===== src/rtl/writeback_unit.sv =====
// Register-file write port driver: round-robin arbitration of ALU and load results,
// load sign/zero extension, one-cycle registered write, and per-register busy scoreboard.
module writeback_unit #(
    parameter int BUS_DATA_WIDTH = 64
) (
    input  logic                      clk,
    input  logic                      reset,
    input  logic                      alu_valid,
    output logic                      alu_ready,
    input  logic [4:0]                alu_rd,
    input  logic [BUS_DATA_WIDTH-1:0] alu_result,
    input  logic                      ld_valid,
    output logic                      ld_ready,
    input  logic [4:0]                ld_rd,
    input  logic [BUS_DATA_WIDTH-1:0] ld_data,
    input  logic [1:0]                ld_size,
    input  logic                      ld_unsigned,
    input  logic                      issue_en,
    input  logic [4:0]                issue_rd,
    output logic [31:0]               busy,
    output logic                      write_en,
    output logic [4:0]                addressC,
    output logic [BUS_DATA_WIDTH-1:0] writeBack
);
    localparam int W = BUS_DATA_WIDTH;

    logic         r_rr_last;   // 1: load was served last, so ALU has priority
    logic         r_write_en;
    logic [4:0]   r_addr;
    logic [W-1:0] r_data;
    logic [31:1]  r_busy;

    logic         w_grant_alu;
    logic         w_grant_ld;
    logic         w_xfer;
    logic [4:0]   w_rd;
    logic [W-1:0] w_data;
    logic [W-1:0] w_ld_ext;
    logic         w_fill;

    assign w_grant_alu = alu_valid && (!ld_valid || r_rr_last);
    assign w_grant_ld  = ld_valid && !w_grant_alu;
    assign w_xfer      = w_grant_alu || w_grant_ld;
    assign alu_ready   = w_grant_alu;
    assign ld_ready    = w_grant_ld;

    always_comb begin
        w_fill   = 1'b0;
        w_ld_ext = ld_data;
        case (ld_size)
            2'd0: begin
                w_fill   = !ld_unsigned && ld_data[7];
                w_ld_ext = {{(W-8){w_fill}}, ld_data[7:0]};
            end
            2'd1: begin
                w_fill   = !ld_unsigned && ld_data[15];
                w_ld_ext = {{(W-16){w_fill}}, ld_data[15:0]};
            end
            2'd2: begin
                w_fill   = !ld_unsigned && ld_data[31];
                w_ld_ext = {{(W-32){w_fill}}, ld_data[31:0]};
            end
            default: w_ld_ext = ld_data;
        endcase
    end

    assign w_rd   = w_grant_alu ? alu_rd : ld_rd;
    assign w_data = w_grant_alu ? alu_result : w_ld_ext;

    always_ff @(posedge clk or posedge reset) begin
        if (reset) begin
            r_rr_last  <= 1'b1;
            r_write_en <= 1'b0;
            r_addr     <= '0;
            r_data     <= '0;
        end else begin
            // x0 results still consume a grant but never reach the register file
            r_write_en <= w_xfer && (w_rd != 5'd0);
            if (w_xfer) begin
                r_rr_last <= w_grant_ld;
                r_addr    <= w_rd;
                r_data    <= w_data;
            end
        end
    end

    // A new issue to the same register outranks the older producer's writeback
    always_ff @(posedge clk or posedge reset) begin
        if (reset) begin
            r_busy <= '0;
        end else begin
            for (int i = 1; i < 32; i++) begin
                if (issue_en && issue_rd == 5'(i))
                    r_busy[i] <= 1'b1;
                else if (w_xfer && w_rd == 5'(i))
                    r_busy[i] <= 1'b0;
            end
        end
    end

    assign busy      = {r_busy, 1'b0};
    assign write_en  = r_write_en;
    assign addressC  = r_addr;
    assign writeBack = r_data;
endmodule


===== config.mk =====
export PLATFORM = sky130hd
export DESIGN_NAME = writeback_unit
export DESIGN_NICKNAME = d
export VERILOG_FILES = /design/src/rtl/writeback_unit.sv
export SDC_FILE = /design/constraint.sdc
export NUM_CORES = 1
export LEC_CHECK = 0
export CORE_MARGIN = 4
export CORE_UTILIZATION = 43
export CTS_CLUSTER_DIAMETER = 200
export CTS_CLUSTER_SIZE = 20
export DETAILED_ROUTE_END_ITERATION = 12
export PLACE_DENSITY = 0.82
export REMOVE_ABC_BUFFERS = 1
export SYNTH_ARGS = -nofsm -noshare
export SYNTH_HDL_FRONTEND = slang
export SYNTH_SLANG_ARGS = --single-unit

===== constraint.sdc =====
create_clock -name clk -period 4.07 [get_ports clk]
set_input_delay 0.6105 -clock clk [delete_from_list [all_inputs] [get_ports clk]]
set_output_delay 0.6105 -clock clk [all_outputs]
set_load 0.005 [all_outputs]

Word-level counts from Yosys, hierarchy flattened
Cells that the tools add are included.

operators by class
  $add $sub $neg = 0
  multiply operators = 0
  div/mod/pow operators = 0
  magnitude comparators = 0
  equal/unequal tests = 64
  shifts and indexed selects = 0
  multiplexer cells = 65
  bitwise gates (word level) = 0
  reduce and logical (&&, ||, !) cells = 106

operators by type and width
  operator            count
  $pmux 64 s3         1
  $eq 5x5->1 const B  32
  $eq 5x4->1 const B  16
  $logic_and 1x1->1   68
  $mux 64             1
  $mux 1              62
  $reduce_bool 2->1   31
  $eq 5x3->1 const B  8
  $eq 5x2->1 const B  4
  $eq 5x1->1 const B  2
  $mux 5              1
  $reduce_bool 5->1   1
  $logic_not 1->1     3
  $eq 2x1->1 const B  1
  $eq 2x2->1 const B  1
  $logic_not 2->1     1
  $logic_or 1x1->1    2

storage, ports and cells
  register bits = 102
  bits in latches = 0
  memory bits (writable) = 0
  ROM bits = 0
  bits of input ports = 151
  logic and storage cells = 270
  memories = 0

Logic depth before layout (Yosys ltp)
  depth after elaboration = 9
  gate-level depth with buffers = 7
  mapped depth without buffers = 5

Worst setup path before layout
OpenSTA, ideal clock, no wires.

  path kind = input-to-output
  start = in ld_valid
  end = out alu_ready
  arrival = 1.301 ns
  setup slack = 2.158 ns
  stages on the path = 5
  buffers on the path = 2
  cells stage by stage = buf_4 -> nand2b_4 -> nand2_1 -> inv_1 -> buf_2

between the ends
  word-level cells in the longest chain between the ends = 3

ends and longest elaborated chain
  element             line  RTL
  start: declaration  12    input logic ld_valid,
  $logic_not 1->1     41    assign w_grant_alu = alu_valid && (!ld_valid || r_rr_last);
  $logic_or 1x1->1    41
  $logic_and 1x1->1   41
  end: declaration    9     output logic alu_ready,

No other way between the ends.

Worst setup path after layout
Ends and elaborated chain as after synthesis.

==> run summary <==
The flow ran to the end, and the final reports show no timing, DRC or antenna violations. The cell taking the most area after synthesis is sky130_fd_sc_hd__dfrtp_1. The ratio of total power to cell area came out at 347 nW/µm². The logs give 255 for the boundary pin count and 3.41 nW for the leakage power.

Net switching is 27.6% of the power. The share of total power dissipated in the clock network is 30.8%. The run gives 40.3% as the sequential share of power.

The number of maximum-capacitance violations was 0. The deepest level of the CTS H-tree is 3. TritonCTS built the clock tree. The tools report the quantity of gates resized following cts as 0. The clock period could shrink to 3.10 ns. The sequential element share of the synthesized area is 44.0%, and the pin count of the biggest net entering global routing is 78. Class of the tightest hold or removal check: flip-flop to flip-flop.

The final wirelength was 19,700 µm. Synthesis produced 652 cells. The die boundary height works out to 124 µm. The slowest cell on the critical path was sky130_fd_sc_hd__clkdlybuf4s50_1. The worst hold path terminates at writeBack[23]. The top cell type's share of synthesized area was 43.6%. The tools report the minimum setup slack among reg-to-reg paths as 1.45 ns.

The signal on the critical path passes through clkdlybuf4s50_1 -> nand2b_4 -> nand2_1 -> inv_1 -> buf_4 -> clkdlybuf4s50_1. For this run, the number of Yosys warnings is 0. The max-slew violation count was 0. In this run, synthesis produced a sequential element count of 102. For the number of global-route vias before repair, the log shows 5,720. For the number of hold buffers added after CTS, the log shows 0. The first TritonRoute pass finished after 5 iterations. The number of distinct standard cells referenced by the synthesized netlist was 45; the proportion of register bits with asynchronous set or reset after synthesis was 100%. Cell at the root of the clock tree: sky130_fd_sc_hd__clkbuf_16.

The routed via count divided by cell count is 5.62, and the initial core utilization is 43.8%. At the pin with the least slew margin, the transition time is 1.02 ns. The worst register-to-register path has a depth of 6. Global routing consumed, over all layers together, 25.3% of the routing resources.

Setup violations remaining at the end of the flow were counted as 0. The later pin in the worst-skew pair is clocked with a latency of 0.35 ns. In this run the most critical hold path is launched from writeBack[23]. At the end of routability-driven placement, the weighted congestion stood at 0.931. The critical path is of the input port to output pin type.

In this run the cell area of the synthesized design comes to 5800 µm². Summed over all nets, the switching power comes to 830 µW. Peak fanout along the critical path: 32. Setup repair after global routing left no endpoint under its margin.

For the worst setup path, the data required time is 3.46 ns. The antenna diode count came out at 0. Counting every sink on the clock net gives 102. In this run the deepest clock path goes through 2 buffers. The run gives 2.49 ns as the data arrival time of the critical path.

The clock transition at the register clock pins on the worst setup and hold paths after CTS was 0.06 ns. By count the netlist is led by sky130_fd_sc_hd__dfrtp_1 (101), sky130_fd_sc_hd__nand2_1 (93), sky130_fd_sc_hd__o21ai_0 (86), sky130_fd_sc_hd__a21oi_1 (41). The total negative slack for setup checks is 0 ns. After synthesis, the mean cell area works out to 8.90 µm². The run gives 28.9% as the share of total power in combinational logic. Among all flip-flop cells after synthesis, the most frequent one is sky130_fd_sc_hd__dfrtp_1. The final route contains 5,899 vias. In this run the remaining antenna-violating nets after routing total 0. Relative to the synthesized area, the layout overhead comes to 49.4%.

The starting DRC count in detailed routing came out at 527. The tools report the launching instance or port of the critical path as ld_valid. The overall die area was 15,400 µm²; the count of cells along the worst hold path was 2. For this run the aggregate overflow at the end of global routing stands at 0. For the headroom to the max-slew limit, the log shows 32.1%. The overall die width works out to 124 µm.

The number of antenna violations at the first check in global routing came out at 0. The run gives 42 as the total number of placement rows. The ratio of cells with drive above 1 in the final layout works out to 7.89%. The number of nets in the layout was 1,020; the total count of hold-check failures in the final report was 0. The portion of the clock cycle consumed by the worst path in the final layout was 76.2%; the number of buffers inserted by post-CTS setup repair was 0. In this run the critical register-to-register path is captured at r_busy[16].

The largest voltage drop on the vdd net came out at 200 µV. The count of input and output buffers was 253. Dividing the detail-routed wire length by the instance count gives 18.8 µm.

The delay of the slowest critical-path stage was 0.56 ns; the area of the core was 13,200 µm². Yosys attributes the largest share of cell area to sky130_fd_sc_hd__dfrtp_1 (44%), sky130_fd_sc_hd__o21ai_0 (7.4%), sky130_fd_sc_hd__mux2_2 (6.2%), sky130_fd_sc_hd__nand2_1 (6.0%), sky130_fd_sc_hd__nand3b_1 (4.1%). Internal power comes to 2.18 mW.

Critical path's most frequent cell: sky130_fd_sc_hd__clkdlybuf4s50_1. After legalization and detailed placement, the total HPWL measured 14,000 µm. The maximum clock frequency was 0.323 GHz; the wire length of the first global-routing pass was 30,300 µm. The origin of the critical flop-to-flop path is r_rr_last. The final total power is 3.01 mW.

Between clock sinks in the finished design, the worst skew comes to 0.00549 ns. The tools report the kind of start point of the critical path as an input port. The element type at the critical path end was an output pin. For this run, design rule violations remaining after detail routing come to 0. Library cell with the highest instance count after synthesis: sky130_fd_sc_hd__dfrtp_1. Counting the buffers created by CTS gives 9. Counting flops with a built-in enable in the synthesized netlist gives 0.
power groups by stage:
stage / logic (mW) / clock network [mW] / registers, mW
after floorplan: 0.297 / 0 / 1.24
after global placement: 0.857 / 0 / 1.23
after detailed placement: 0.871 / 0 / 1.23
after CTS: 0.875 / 0.944 / 1.21
after global routing: 0.954 / 0.983 / 1.23
final: 0.871 / 0.927 / 1.21
cells by family after synthesis:
kind of cell | after synthesis | synth area share (%)
AO/OA/AOI/OAI | 226 | 24.4
buffers and inverters | 70 | 5.93
flip-flops | 102 | 44.0
multiplexers | 33 | 6.38
other | 1 | 0.0646
AND/OR/NAND/NOR | 220 | 19.2
flip-flops by register name, summed over array words and instances (netlist names):
name       count
addressC       5
r_rr_last      1
writeBack     64
r_busy        31
write_en       1
metrics by stage:
stage	cell area (µm²)	cells	util (%)	hold slack (ns)	setup WS (ns)
2_1_floorplan	5510	595	-	0.473	0.786
3_3_place_gp	8350	1034	63.0	0.462	1.00
3_5_place_dp	8350	1034	63.0	0.469	0.993
4_1_cts	8670	1050	65.5	0.484	0.986
5_1_grt	8670	1050	65.5	0.507	0.896
6_report	8670	1050	65.5	0.478	0.971
worst max-delay path by stage:
| stage | to | slack, ns | cells after the start |
|---|---|---|---|
| 6_report | alu_ready | 0.97 | 6 |
| 5_1_grt | alu_ready | 0.90 | 6 |
| 4_1_cts | alu_ready | 0.99 | 6 |
| 3_5_place_dp | alu_ready | 0.99 | 6 |
| 3_3_place_gp | alu_ready | 1.00 | 6 |
| 2_1_floorplan | addressC[0] | 0.79 | 1 |
layer usage:
metal / part of all wire [%] / global-route usage (%) / vias up
met5: 0 / 0 / -
met4: 3.4 / 11.0 / 0
met3: 9.5 / 6.18 / 44
met2: 48 / 41.7 / 298
met1: 39 / 31.7 / 2745
li1: - / - / 2812
critical path, delay by kind of cell:
family | cells | cell delay [ns]
buf+inv | 4 | 1.40
simple gates | 2 | 0.45
final cells by class:
class                           count  area (µm²)
Inverter                           13        51.3
Sequential cell                   102        2550
Timing Repair Buffer              263        2620
Fill cell                        1145        4570
Clock buffer                       13         280
Tap cell                          176         220
Clock inverter                      3        40.0
Multi-Input combinational cell    480        2910
placed cells by master, fill, tap and decap left out, types with 2 or more instances in the layout:
cell type / Yosys / final
sky130_fd_sc_hd__a21o_1: 6 / 6
sky130_fd_sc_hd__dfrtp_1: 101 / 101
sky130_fd_sc_hd__o21ai_0: 86 / 86
sky130_fd_sc_hd__inv_1: 13 / 12
sky130_fd_sc_hd__clkdlybuf4s50_1: 0 / 252
sky130_fd_sc_hd__nor3_1: 2 / 2
sky130_fd_sc_hd__a211oi_1: 16 / 16
sky130_fd_sc_hd__a211o_1: 8 / 8
sky130_fd_sc_hd__clkbuf_8: 0 / 4
sky130_fd_sc_hd__a2111o_1: 6 / 6
sky130_fd_sc_hd__nand3b_1: 32 / 32
sky130_fd_sc_hd__a22o_1: 6 / 6
sky130_fd_sc_hd__and2_1: 4 / 4
sky130_fd_sc_hd__o21ai_1: 5 / 5
sky130_fd_sc_hd__a31oi_1: 12 / 12
sky130_fd_sc_hd__nand3_1: 22 / 22
sky130_fd_sc_hd__and3_1: 8 / 8
sky130_fd_sc_hd__buf_4: 2 / 10
sky130_fd_sc_hd__clkinv_2: 0 / 2
sky130_fd_sc_hd__nand2_1: 93 / 93
sky130_fd_sc_hd__nor2b_1: 7 / 7
sky130_fd_sc_hd__nand4_1: 16 / 16
sky130_fd_sc_hd__nor2_1: 24 / 23
sky130_fd_sc_hd__a22oi_1: 25 / 25
sky130_fd_sc_hd__o22ai_1: 8 / 8
sky130_fd_sc_hd__mux2_2: 32 / 32
sky130_fd_sc_hd__o311ai_0: 2 / 2
sky130_fd_sc_hd__a21oi_1: 41 / 41
sky130_fd_sc_hd__clkbuf_16: 0 / 9
sky130_fd_sc_hd__nand2b_1: 6 / 6
Power figures use the tool's default switching activity.
